## config.mk

```make
export PLATFORM = sky130hd
export DESIGN_NAME = sram_bitstream_reader_flat
export DESIGN_NICKNAME = d
export VERILOG_FILES = /design/src/rtl/sram_bitstream_reader_if.sv /design/src/rtl/sram_bitstream_reader.sv /design/src/flat_wrapper.sv
export SDC_FILE = /design/constraint.sdc
export NUM_CORES = 1
export LEC_CHECK = 0
export ABC_AREA = 0
export CAP_MARGIN = 30
export CORE_ASPECT_RATIO = 2
export CORE_MARGIN = 4
export CORE_UTILIZATION = 30
export CTS_CLUSTER_DIAMETER = 150
export DETAILED_ROUTE_END_ITERATION = 8
export DONT_BUFFER_PORTS = 1
export GPL_TIMING_DRIVEN = 0
export PLACE_DENSITY = 0.49
export SLEW_MARGIN = 20
export SYNTH_ARGS = -nofsm -noshare
export SYNTH_HDL_FRONTEND = slang
export SYNTH_SLANG_ARGS = --single-unit
```

## constraint.sdc

```tcl
create_clock -name Clock -period 4.44 [get_ports Clock]
set_input_delay 0.222 -clock Clock [delete_from_list [all_inputs] [get_ports Clock]]
set_output_delay 0.222 -clock Clock [all_outputs]
set_load 0.01 [all_outputs]
```

## src/rtl/sram_bitstream_reader_if.sv

```systemverilog
// Bus bundle between the bitstream reader, its SRAM read port and the
// downstream decoder. The reader is the slave; the controller/environment
// side (start/stop, SRAM data return, decoder consume) is the master.
interface sram_bitstream_reader_if;
  logic        Start;
  logic        Stop;
  logic [17:0] SRAM_address;
  logic        SRAM_we_n;
  logic [15:0] SRAM_read_data;
  logic [15:0] Bits_window;
  logic [5:0]  Bits_avail;
  logic        Bits_valid;
  logic [4:0]  Bits_consume;
  logic        Busy;

  modport slave (
    input  Start, Stop, SRAM_read_data, Bits_consume,
    output SRAM_address, SRAM_we_n, Bits_window, Bits_avail, Bits_valid, Busy
  );

  modport master (
    output Start, Stop, SRAM_read_data, Bits_consume,
    input  SRAM_address, SRAM_we_n, Bits_window, Bits_avail, Bits_valid, Busy
  );
endinterface

```

## src/rtl/sram_bitstream_reader.sv

```systemverilog
// SRAM bitstream reader: prefetches 16-bit words from SRAM into a 48-bit
// MSB-aligned bit buffer and exposes the oldest 16 bits to the decoder,
// which may drop 0..16 bits per cycle.
//
// The valid pipe has READ_LATENCY+1 stages: bit 0 marks the cycle the
// address is on the bus, bit READ_LATENCY marks the cycle its data is on
// SRAM_read_data (appended at the end of that cycle). Every stage counts as
// in flight, so the issue check reserves room for all of them.
module sram_bitstream_reader #(
  parameter logic [17:0] START_ADDRESS = 18'd76800,
  parameter logic [17:0] END_ADDRESS   = 18'h3FFFF,
  parameter int          READ_LATENCY  = 3
) (
  input logic                    Clock,
  input logic                    Resetn,
  sram_bitstream_reader_if.slave bus
);
  localparam int STAGES = READ_LATENCY;

  typedef enum logic [1:0] {S_IDLE, S_FETCH, S_DRAIN} state_t;

  state_t          r_state, w_state_nxt;
  logic [17:0]     r_next_addr;
  logic [17:0]     r_addr;
  logic [47:0]     r_buf;
  logic [5:0]      r_avail;
  logic [STAGES:0] r_vld_pipe;

  logic [2:0]      w_inflight;
  logic [6:0]      w_inflight_bits;
  logic [7:0]      w_need;
  logic            w_issue;
  logic            w_restart;
  logic            w_clear;
  logic [5:0]      w_k;
  logic [5:0]      w_kept;
  logic [47:0]     w_shifted;
  logic [47:0]     w_word_pos;

  // Count words in flight across all pipe stages.
  always_comb begin
    w_inflight = '0;
    for (int i = 0; i <= STAGES; i++) w_inflight = w_inflight + 3'(r_vld_pipe[i]);
  end

  assign w_inflight_bits = {w_inflight, 4'b0000};
  // Occupancy once every in-flight word and one more have landed (pre-consume).
  assign w_need = {2'b00, r_avail} + {1'b0, w_inflight_bits} + 8'd16;

  // Consume is all-or-nothing: oversize or over-avail requests count as zero.
  assign w_k = (bus.Bits_consume <= 5'd16 && {1'b0, bus.Bits_consume} <= r_avail)
             ? {1'b0, bus.Bits_consume} : 6'd0;
  assign w_kept     = r_avail - w_k;
  assign w_shifted  = r_buf << w_k;
  // Returning word lands right behind the bits that survive this cycle's consume.
  assign w_word_pos = {bus.SRAM_read_data, 32'h0} >> w_kept;

  // State register.
  always_ff @(posedge Clock or negedge Resetn) begin
    if (!Resetn) r_state <= S_IDLE;
    else         r_state <= w_state_nxt;
  end

  // Next state and issue control; Start beats Stop, both beat normal flow.
  always_comb begin
    w_state_nxt = r_state;
    w_issue     = 1'b0;
    w_restart   = 1'b0;
    w_clear     = 1'b0;
    if (bus.Start) begin
      // The start edge itself issues START_ADDRESS.
      w_restart   = 1'b1;
      w_clear     = 1'b1;
      w_state_nxt = (START_ADDRESS == END_ADDRESS) ? S_DRAIN : S_FETCH;
    end else if (bus.Stop) begin
      w_clear     = 1'b1;
      w_state_nxt = S_IDLE;
    end else begin
      case (r_state)
        S_FETCH: begin
          if (w_need <= 8'd48) begin
            w_issue = 1'b1;
            if (r_next_addr == END_ADDRESS) w_state_nxt = S_DRAIN;
          end
        end
        S_DRAIN: begin
          // Only the tail (appending now) may remain; Busy drops right after.
          if (r_vld_pipe[STAGES-1:0] == '0) w_state_nxt = S_IDLE;
        end
        default: ;
      endcase
    end
  end

  // Address, read pipe and bit buffer; consume and append share one edge.
  always_ff @(posedge Clock or negedge Resetn) begin
    if (!Resetn) begin
      r_addr      <= '0;
      r_next_addr <= '0;
      r_buf       <= '0;
      r_avail     <= '0;
      r_vld_pipe  <= '0;
    end else if (w_clear) begin
      r_buf      <= '0;
      r_avail    <= '0;
      r_vld_pipe <= {{STAGES{1'b0}}, w_restart};
      if (w_restart) begin
        r_addr      <= START_ADDRESS;
        r_next_addr <= START_ADDRESS + 18'd1;
      end
    end else begin
      r_vld_pipe <= {r_vld_pipe[STAGES-1:0], w_issue};
      if (w_issue) begin
        r_addr      <= r_next_addr;
        r_next_addr <= r_next_addr + 18'd1;
      end
      if (r_vld_pipe[STAGES]) begin
        r_buf   <= w_shifted | w_word_pos;
        r_avail <= w_kept + 6'd16;
      end else begin
        r_buf   <= w_shifted;
        r_avail <= w_kept;
      end
    end
  end

  assign bus.SRAM_address = r_addr;
  assign bus.SRAM_we_n    = 1'b1;
  assign bus.Bits_window  = r_buf[47:32];
  assign bus.Bits_avail   = r_avail;
  assign bus.Bits_valid   = (r_avail >= 6'd16);
  assign bus.Busy         = (r_state != S_IDLE);
endmodule

```

## src/flat_wrapper.sv

```systemverilog
// flat-port wrapper written by rule: the top's interface ports become plain ports
module sram_bitstream_reader_flat 
#(
  parameter logic [17:0] START_ADDRESS = 18'd76800,
  parameter logic [17:0] END_ADDRESS   = 18'h3FFFF,
  parameter int          READ_LATENCY  = 3
)
  (Clock, Resetn, bus_Start, bus_Stop, bus_SRAM_read_data, bus_Bits_consume, bus_SRAM_address, bus_SRAM_we_n, bus_Bits_window, bus_Bits_avail, bus_Bits_valid, bus_Busy);
  sram_bitstream_reader_if bus_i ();
  input logic Clock;
  input logic Resetn;
  input wire logic [$bits(bus_i.Start)-1:0] bus_Start;
  input wire logic [$bits(bus_i.Stop)-1:0] bus_Stop;
  input wire logic [$bits(bus_i.SRAM_read_data)-1:0] bus_SRAM_read_data;
  input wire logic [$bits(bus_i.Bits_consume)-1:0] bus_Bits_consume;
  output wire logic [$bits(bus_i.SRAM_address)-1:0] bus_SRAM_address;
  output wire logic [$bits(bus_i.SRAM_we_n)-1:0] bus_SRAM_we_n;
  output wire logic [$bits(bus_i.Bits_window)-1:0] bus_Bits_window;
  output wire logic [$bits(bus_i.Bits_avail)-1:0] bus_Bits_avail;
  output wire logic [$bits(bus_i.Bits_valid)-1:0] bus_Bits_valid;
  output wire logic [$bits(bus_i.Busy)-1:0] bus_Busy;
  assign bus_i.Start = bus_Start;
  assign bus_i.Stop = bus_Stop;
  assign bus_i.SRAM_read_data = bus_SRAM_read_data;
  assign bus_i.Bits_consume = bus_Bits_consume;
  assign bus_SRAM_address = bus_i.SRAM_address;
  assign bus_SRAM_we_n = bus_i.SRAM_we_n;
  assign bus_Bits_window = bus_i.Bits_window;
  assign bus_Bits_avail = bus_i.Bits_avail;
  assign bus_Bits_valid = bus_i.Bits_valid;
  assign bus_Busy = bus_i.Busy;
  sram_bitstream_reader #(.START_ADDRESS(START_ADDRESS), .END_ADDRESS(END_ADDRESS), .READ_LATENCY(READ_LATENCY)) u_core (.Clock(Clock), .Resetn(Resetn), .bus(bus_i));
endmodule
```

# Yosys cells after proc, flatten, opt, wreduce, memory -nomap -nowiden
# Cells that the tools add are included.
# word_totals
elab_cells	60
reg_bits	96
in_bits	25
output_inout_bits	43
ramBits	0
mem_count	0
latch_bits	0
rom_bits	0
# op_classes
bitwise	1
n_reduce_logical	7
order_cmp	4
n_shift	2
mux	25
n_eq_ne	7
n_mul	0
n_div	0
n_addsub	8
# op_table
cell	count
18-bit two-way mux	6
48-bit two-way mux	2
48-bit bitwise OR	1
48-bit by 6-bit << shifter with 48-bit output	1
48-bit by 6-bit >> shifter with 48-bit output	1
18-bit by 1-bit adder with 18-bit output (second input constant)	1
18-bit equality test (second input constant)	1
6-bit two-way mux	2
4-bit by 3-bit inequality test with 1-bit output (second input constant)	3
2-bit two-way mux	5
6-bit by 7-bit adder with 8-bit output	1
8-bit by 5-bit adder with 8-bit output (second input constant)	1
8-bit by 6-bit less-or-equal comparator with 1-bit output (second input constant)	1
1-bit two-way mux	7
3-bit by 1-bit adder with 3-bit output	2
6-bit by 5-bit adder with 6-bit output (second input constant)	1
6-bit by 5-bit >= comparator with 1-bit output (second input constant)	1
5-bit by 6-bit less-or-equal comparator with 1-bit output	1
6-bit subtractor	1
5-bit less-or-equal comparator (second input constant)	1
5-bit two-way mux	1
4-bit two-way mux	1
2-bit one-hot mux with 2 select lines	1
4-bit AND reduction	1
other kinds (9)	10

# Longest topological paths before layout
# Gate-level depths: netlist (run 1).
# logic_depth
depth_word	12
depth_mapped	22
mapped_depth_nobuf	17

# Worst setup path after synthesis (run 1)
# Ideal clock, no wire load.
# synth_path
kind	register to register
from	register u_core.r_avail[4], in the netlist u_core.bus.Bits_avail[4]
to	register u_core.r_buf[31]
t_arrival_ns	4.202
path_buffers	4
period_less_slack_ns	4.342
path_stages_with_launch	18
required_time_ns	4.300
setup_ns	0.140
path_slack_ns	0.098
path_cell_list	dfrtp_1 > inv_1 > ha_1 > and3_1 > and3_4 > a211o_1 > and2_1 > buf_2 > buf_6 > buf_2 > fa_1 > buf_1 > mux2_2 > o21ai_0 > mux2i_1 > a22o_1 > a22oi_1 > o32ai_1
# synth_via
elab_chain_cells	8
elab_cells_between_ends	9
# synth_rtl
element	line_no	source
from (decl)	sram_bitstream_reader.sv:26	logic [5:0] r_avail;
from (signal assigned)	sram_bitstream_reader.sv:119	r_avail <= w_kept + 6'd16;
from (signal assigned)	sram_bitstream_reader.sv:122	r_avail <= w_kept;
5-bit by 6-bit less-or-equal comparator with 1-bit output	sram_bitstream_reader.sv:51	assign w_k = (bus.Bits_consume <= 5'd16 && {1'b0, bus.Bits_consume} <= r_avail)
1-bit logical AND	sram_bitstream_reader.sv:51	
5-bit two-way mux	sram_bitstream_reader.sv:52	? {1'b0, bus.Bits_consume} : 6'd0;
6-bit subtractor	sram_bitstream_reader.sv:53	assign w_kept = r_avail - w_k;
48-bit by 6-bit >> shifter with 48-bit output	sram_bitstream_reader.sv:56	assign w_word_pos = {bus.SRAM_read_data, 32'h0} >> w_kept;
48-bit bitwise OR	sram_bitstream_reader.sv:118	r_buf <= w_shifted | w_word_pos;
48-bit two-way mux (*)	sram_bitstream_reader.sv:117	if (r_vld_pipe[STAGES]) begin
48-bit two-way mux (*)	sram_bitstream_reader.sv:103	end else if (w_clear) begin
to (signal assigned)	sram_bitstream_reader.sv:118	
to (signal assigned)	sram_bitstream_reader.sv:121	r_buf <= w_shifted;
to (decl)	sram_bitstream_reader.sv:25	logic [47:0] r_buf;
# Mark *: on every way between the ends. The rest lies on a longest branch, timed or not.
# A chain may end at the register's enable or synchronous reset.

# Final worst setup path (run 1)
# layout_path
from	register u_core.r_avail[3], in the netlist u_core.bus.Bits_avail[3]
to	register u_core.r_buf[26]
# The elaborated chain is that of the path after synthesis.

==> results.md, run 1 <==
* Comb pwr share at 66.7%
* Fin crit period at 4390 ps
* Finished Core Util at 36.7%
* Final number of setup-violating endpoints at 0
* P_sw at 2.92 mW
* Max incr delay on CP at 470 ps
* H-tree depth at 3
* Post-synth EDFFs at 0
* Relative slew slack at 34.8%
* Initial DRC Count at 856
* Hold Path Class: primary input to register
* Clock skew at 14.3 ps
* Clock sink total at 96
* Core area at 28200 um^2
* Cell taking the most area after synthesis: dfrtp_1
* Worst skew pair latency at 380 ps
* Cell row count at 87
* Total power at 5.79 mW
* Fin cells at 1479
* Syn Std Cell Area at 8540 um^2
* Post-synth top flop: dfrtp_1
* Outcome: finished, final reports clean
* Final hold vios at 0
* Fin Setup TNS at 0 ps
* Initial antenna violation count at 1
* Nets at 1167
* Total Wirelength at 45.7 mm
* Buf/Inv on CP at 7
* Sw Share at 50.5%
* WP data required at 4680 ps
* Mapped Cells at 1080
* Measured slew at the worst slew-check pin at 978 ps
* Post-synthesis sequential area ratio at 28.1%
* Pleak at 3.95 nW
* Dominant cells by area after synthesis: dfrtp_1 (28%), mux2i_1 (5.4%), nand2_1 (5.2%)
* DRT antenna net count at 0
* Worst-path maximum fanout at 7
* I/O Buffers at 0
* P per Cell Area at 559 nW/um^2
* Gpl congestion at 1.04
* Clock power frac at 15.1%
* Vias in the first global route at 9778
* Via count at 9510
* Layout cell share with drive strength beyond 1 at 22.1%
* Post-synth top area share at 28.1%
* Ports at 68
* Synth Warn # at 0
* Worst-path cell chain: inv_1 > ha_1 > and3_1 > and3_4 > a211o_1 > and2_1 > buf_6 > inv_4 > buf_12 > ha_1 > nor2b_1 > o21a_2 > nor3_4 > buf_12 > or2_4 > buf_4 > clkbuf_16 > mux2i_2 > o2bb2ai_1 > nand3_1 > o211ai_1
* Crit path max-delay family: simple AND/OR/NAND/NOR gates
* Synth async-reset ratio at 100%
* Syn Area/Cell at 7.91 um^2
* Final worst setup slack at 53.3 ps
* Critical Path Sink Type: register
* Placed Cells incl. Taps at 1437
* Crit path kind: register to register
* Most frequent cells in the layout: nand2_1 (114), nor2_1 (100), dfrtp_1 (92), o21ai_0 (64), a21oi_1 (54)
* GRT Total Usage at 28.8%
* Diode count at 0
* Drt drc at 0
* Global route overflow at 0
* Fin Hold WS at 131 ps
* TritonRoute pass-1 iters at 7
* Clock tree from TritonCTS: done
* Avg WL per Cell at 30.9 um
* Dpl cell area at 9010 um^2
* Worst EP arrival at 4630 ps
* Yosys reg bits at 96
* Initial Util at 30.3%
* Area growth from synthesis to final layout at 21.2%
* Die X at 127 um
* Clock root buffer: clkbuf_16
* Chip height at 247 um
* Critical-path top delay cell: dfrtp_2
* First-pass GRT wire length at 65.7 mm
* Finished Cell Area at 10400 um^2
* Reg clk slew, reported paths at 70 ps
* Vias per cell at 6.43
* DP HPWL at 35.8 mm
* CTS buffer count at 9
* Final Max Tran Viols at 0
* Peak Freq at 228 MHz
* Post-synthesis cell type count at 82
* Largest net degree at the start of global routing at 97
* Mapped Nets at 1129
* Commonest non-fill, non-tap cell in the layout: nand2_1
* Deepest clock path buffer count at 2
* Crit start category: register
* Internal power at 2.87 mW
* Max_cap viols at 0
* Pre-CTS setup slack at -1620 ps
* DIE AREA at 31400 um^2
* Fin crit share at 98.8%
* Max IR drop VDD at 0.270 mV
* Sequential share of power at 18.1%
[state kept, by name, summed over array words and instances, names as in the netlist]
| signal | cells |
|---|---|
| u_core.r_next_addr | 18 |
| u_core.bus.SRAM_address | 18 |
| u_core.r_buf | 48 |
| u_core.r_state | 2 |
| u_core.r_vld_pipe | 4 |
| u_core.bus.Bits_avail | 6 |
[logic make-up after synthesis]
kind of cell,count (synthesis),share of synthesized area [%]
flops,96,28.1
mux,77,10.5
xor+xnor,19,1.95
fa+ha+maj,24,3.87
buf+inv,137,7.86
simple gates,366,19.4
compound gates,360,28.2
other cells,1,0.0439
[area by class of cell]
class | count | area [um^2]
Clock buffer | 10 | 229
Sequential cell | 96 | 2410
Timing Repair Buffer | 34 | 329
Tap cell | 356 | 445
Fill cell | 2914 | 17800
Inverter | 33 | 135
Clock inverter | 6 | 91.3
Buffer | 97 | 626
Multi-Input combinational cell | 847 | 6090
[metal layers]
layer | up-vias | routed length [um] | track usage, %
met3 | 291 | 3010 | 7.05
met4 | 0 | 5770 | 30.6
met2 | 625 | 23600 | 51.2
met5 | - | 0 | 0
li1 | 4068 | - | -
met1 | 4526 | 13300 | 24.5
[cell usage after synthesis (5+ instances only)]
cell type	number
a211oi_1	7
a21boi_0	5
a21oi_1	62
a22oi_1	22
a2bb2oi_1	9
a31oi_1	10
and2_1	9
and3_1	13
buf_1	10
buf_2	21
buf_4	21
buf_6	7
clkbuf_1	45
dfrtp_1	96
ha_1	20
inv_1	28
mux2_2	23
mux2i_1	46
mux4_2	7
nand2_1	118
nand3_1	46
nand4_1	6
nor2_1	103
nor2b_1	11
nor3_1	30
o211ai_1	17
o21a_1	7
o21ai_0	75
o21ai_1	10
o221ai_1	13
o22ai_1	50
o31ai_1	6
o32ai_1	13
or2_2	5
or3_1	5
xnor2_1	7
xor2_1	12
[worst register-to-register path, cell delays in order, from the launching register on]
cell and delay [ps]:
dfrtp_2 470, inv_1 80, ha_1 300, and3_1 180, and3_4 210, a211o_1 330
and2_1 170, buf_6 150, inv_4 80, buf_12 110, ha_1 220, nor2b_1 130
o21a_2 230, nor3_4 230, buf_12 150, or2_4 210, buf_4 150, clkbuf_16 130
mux2i_2 290, o2bb2ai_1 110, nand3_1 210, o211ai_1 140
[power groups by stage]
stage          Clock (mW)  Sequential (mW)  Combinational (mW)
2_1_floorplan           0             1.01                1.80
3_3_place_gp            0             1.06                2.77
3_5_place_dp            0             1.06                2.75
4_1_cts             0.891             1.05                3.22
5_1_grt             0.921             1.06                4.00
6_report            0.877             1.05                3.86
[worst paths after layout]
kind                                               to  slack (ps)  cells past startpoint                     start
min reg2reg                      u_core.r_vld_pipe[3]         520                      2      u_core.r_vld_pipe[2]
max reg2reg                          u_core.r_buf[26]          50                     21  u_core.bus.Bits_avail[3]
min in group asynchronous  u_core.bus.SRAM_address[6]         430                      2                    Resetn
max                                  u_core.r_buf[26]          50                     21  u_core.bus.Bits_avail[3]
min                                  u_core.r_buf[26]         130                      2       bus_Bits_consume[3]
max in group asynchronous    u_core.bus.Bits_avail[4]        3550                      2                    Resetn
[what timing repair did]
action | in CTS | in global routing
cloned | 0 | 2
setup endpoints to repair | 51 | 48
endpoints found under the hold margin | 97 | 0
resized for setup | 107 | 82
hold buffers | 3 | 0
pin swaps | 6 | 17
setup buffers | 9 | 18
No activity file was read; power rests on OpenSTA's default activity.
==> run 2: changes to the inputs <==
Settings changed: MAX_ROUTING_LAYER set to met4.
==> run 2 against run 1 <==
  * Total power increased by 4.0%
  * Global-route usage increased by 2.1 points
  * Utilization increased by 0.66 points
  * Clock skew decreased by 2.8 ps
  * First-iteration DRC count increased by 7.1%
  * Largest cell class unchanged
  * Worst hold slack improved by 11 ps
  * Sequential power about the same
  * Clock power decreased by 9.2%
  * Critical path depth decreased by 1
  * Sequential cell count unchanged
  * Final cell count increased by 0.95%
==> results.md, run 2 (synthesis results as in run 1) <==
* Initial Util at 30.3%
* R2R depth at 20
* I/O Buffers at 0
* Initial antenna violation count at 1
* Reg with most FFs: u_core.r_buf
* Gpl congestion at 1.03
* CTS buffer count at 9
* DIE AREA at 31400 um^2
* Clock skew at 11.5 ps
* Final Max Tran Viols at 0
* Finished Cell Area at 10500 um^2
* Multi-input logic area at 6150 um^2
* Total Wirelength at 47.4 mm
* Final hold vios at 0
* Area growth from synthesis to final layout at 23.4%
* Critical-path top delay cell: dfrtp_2
* Core area at 28200 um^2
* Worst EP arrival at 4680 ps
* Reg clk slew, reported paths at 60 ps
* Clock sink total at 96
* TritonRoute pass-1 iters at 5
* Cell mode on critical path: buf_6
* Max reg flops at 48
* Crit path kind: register to register
* Hold EP: u_core.r_buf[26]
* Max IR drop VDD at 0.308 mV
* DRT antenna net count at 0
* P per Cell Area at 572 nW/um^2
* Pleak at 3.99 nW
* Cell row count at 87
* WP data required at 4730 ps
* Dpl cell area at 9000 um^2
* Clock tree from TritonCTS: done
* Fin Setup TNS at 0 ps
* Die X at 127 um
* Crit path max-delay family: compound AO/OA/AOI/OAI gates
* Avg WL per Cell at 31.8 um
* Fin Hold WS at 142 ps
* Fin crit period at 4400 ps
* DR WL met2 at 25.0 mm
* Ports at 68
* Highest Signal Layer: met4
* Worst-path maximum fanout at 10
* Worst skew pair latency at 370 ps
* Clock root buffer: clkbuf_16
* RSZ-0062 raised after global routing: yes
* FILL cells at 2889
* Largest net degree at the start of global routing at 97
* Most frequent cells in the layout: nand2_1 (112), nor2_1 (98), dfrtp_1 (92), o21ai_0 (66), buf_4 (58)
* Nets at 1180
* Max incr delay on CP at 470 ps
* Chip height at 247 um
* Crit start category: register
* First-pass GRT wire length at 68.3 mm
* Seq. cell area at 2410 um^2
* Buf/Inv on CP at 7
* Global route overflow at 0
* Critical Path Sink Type: register
* Measured slew at the worst slew-check pin at 937 ps
* Worst Min Path Start: bus_Bits_consume[3]
* Initial DRC Count at 917
* Peak Freq at 227 MHz
* Final number of setup-violating endpoints at 0
* GRT Total Usage at 30.9%
* Worst r2r src: u_core.bus.Bits_avail[1]
* FF-to-FF End: u_core.r_buf[6]
* Layout cell share with drive strength beyond 1 at 23.0%
* DP HPWL at 37.5 mm
* H-tree depth at 3
* Via count at 9570
* Met3 wire length at 2.85 mm
* Worst-path cell chain: clkinvlp_4 > ha_4 > nor2b_4 > o21ai_2 > a211o_1 > and2_4 > buf_6 > inv_6 > buf_12 > ha_1 > nor2b_1 > o21a_2 > o21a_4 > o311ai_4 > buf_6 > buf_4 > clkbuf_8 > nand4_1 > a21o_1 > a21oi_1
* Drt drc at 0
* Commonest non-fill, non-tap cell in the layout: nand2_1
* M1 wire length at 13.6 mm
* Relative slew slack at 36.8%
* R2r setup slk at 40 ps
* Outcome: finished, final reports clean
* Vias in the first global route at 9963
* Worst hold stages at 2
* Fin crit share at 99.0%
* Hold Path Class: primary input to register
* Max_cap viols at 0
* Deepest clock path buffer count at 2
* Vias per cell at 6.41
==> run 2: changes by cell type in the layout (fill, tap and decap cells not counted), moves of 3 or more <==
cell / previous run / this run
buf_12: 5 / 8
buf_4: 49 / 58
clkbuf_8: 0 / 3
clkinvlp_4: 0 / 3
mux2i_1: 33 / 30
nor2_2: 2 / 5
o22ai_1: 43 / 47
o22ai_2: 7 / 4
o32ai_2: 6 / 1
o32ai_4: 0 / 4
==> run 2: cell type report <==
| type | count | share of cell area, % |
|---|---|---|
| Multi-Input combinational cell | 847 | 58.3 |
| Sequential cell | 96 | 22.8 |
| Buffer | 97 | 6.01 |
| Timing Repair Buffer | 47 | 4.44 |
| Tap cell | 356 | 4.23 |
| Clock buffer | 12 | 2.34 |
| Inverter | 33 | 1.39 |
| Clock inverter | 3 | 0.404 |
| Antenna cell | 2 | 0.0475 |
==> run 2: routing by layer <==
layer | up-vias | global-route usage [%]
li1 | 4081 | -
met1 | 4591 | 25.6
met2 | 575 | 55.7
met3 | 323 | 5.92
met4 | 0 | 29.0
met5 | - | -
==> run 2: where the power goes <==
part,switching [mW],leakage (nW),internal (mW)
Sequential,0.111,1.27,0.940
Clock,0.347,0.139,0.448
Combinational,2.56,2.58,1.62
==> run 2: what timing repair did <==
action | CTS | global route
gates cloned | 1 | 0
endpoints found under the setup margin | 51 | 54
gates resized for setup | 144 | 50
endpoints found under the hold margin | 97 | 0
hold buffers | 3 | 0
setup buffers | 18 | 24
pin swaps | 11 | 17
==> run 2: through the flow <==
step	power, mW	worst slack (ps)	utilization, %	cells
2_1_floorplan	2.82	98.2	-	1080
3_3_place_gp	3.90	-1560	31.9	1436
3_5_place_dp	3.87	-1550	31.9	1437
4_1_cts	5.49	-9.30	35.9	1468
5_1_grt	6.22	-73.3	37.4	1492
6_report	6.02	42.8	37.4	1493
==> run 2: how the worst max path moves through the flow <==
stage | from | end | slack [ps] | depth (start not counted)
global route | u_core.bus.Bits_avail[1] | u_core.r_buf[22] | -70 | 20
CTS | u_core.bus.Bits_avail[1] | u_core.r_buf[21] | -9 | 16
finish | u_core.bus.Bits_avail[1] | u_core.r_buf[6] | 40 | 20
global placement | u_core.bus.Bits_avail[1] | u_core.r_buf[2] | -1560 | 18
detailed placement | u_core.bus.Bits_avail[1] | u_core.r_buf[2] | -1550 | 18
floorplan | u_core.bus.Bits_avail[4] | u_core.r_buf[31] | 100 | 17
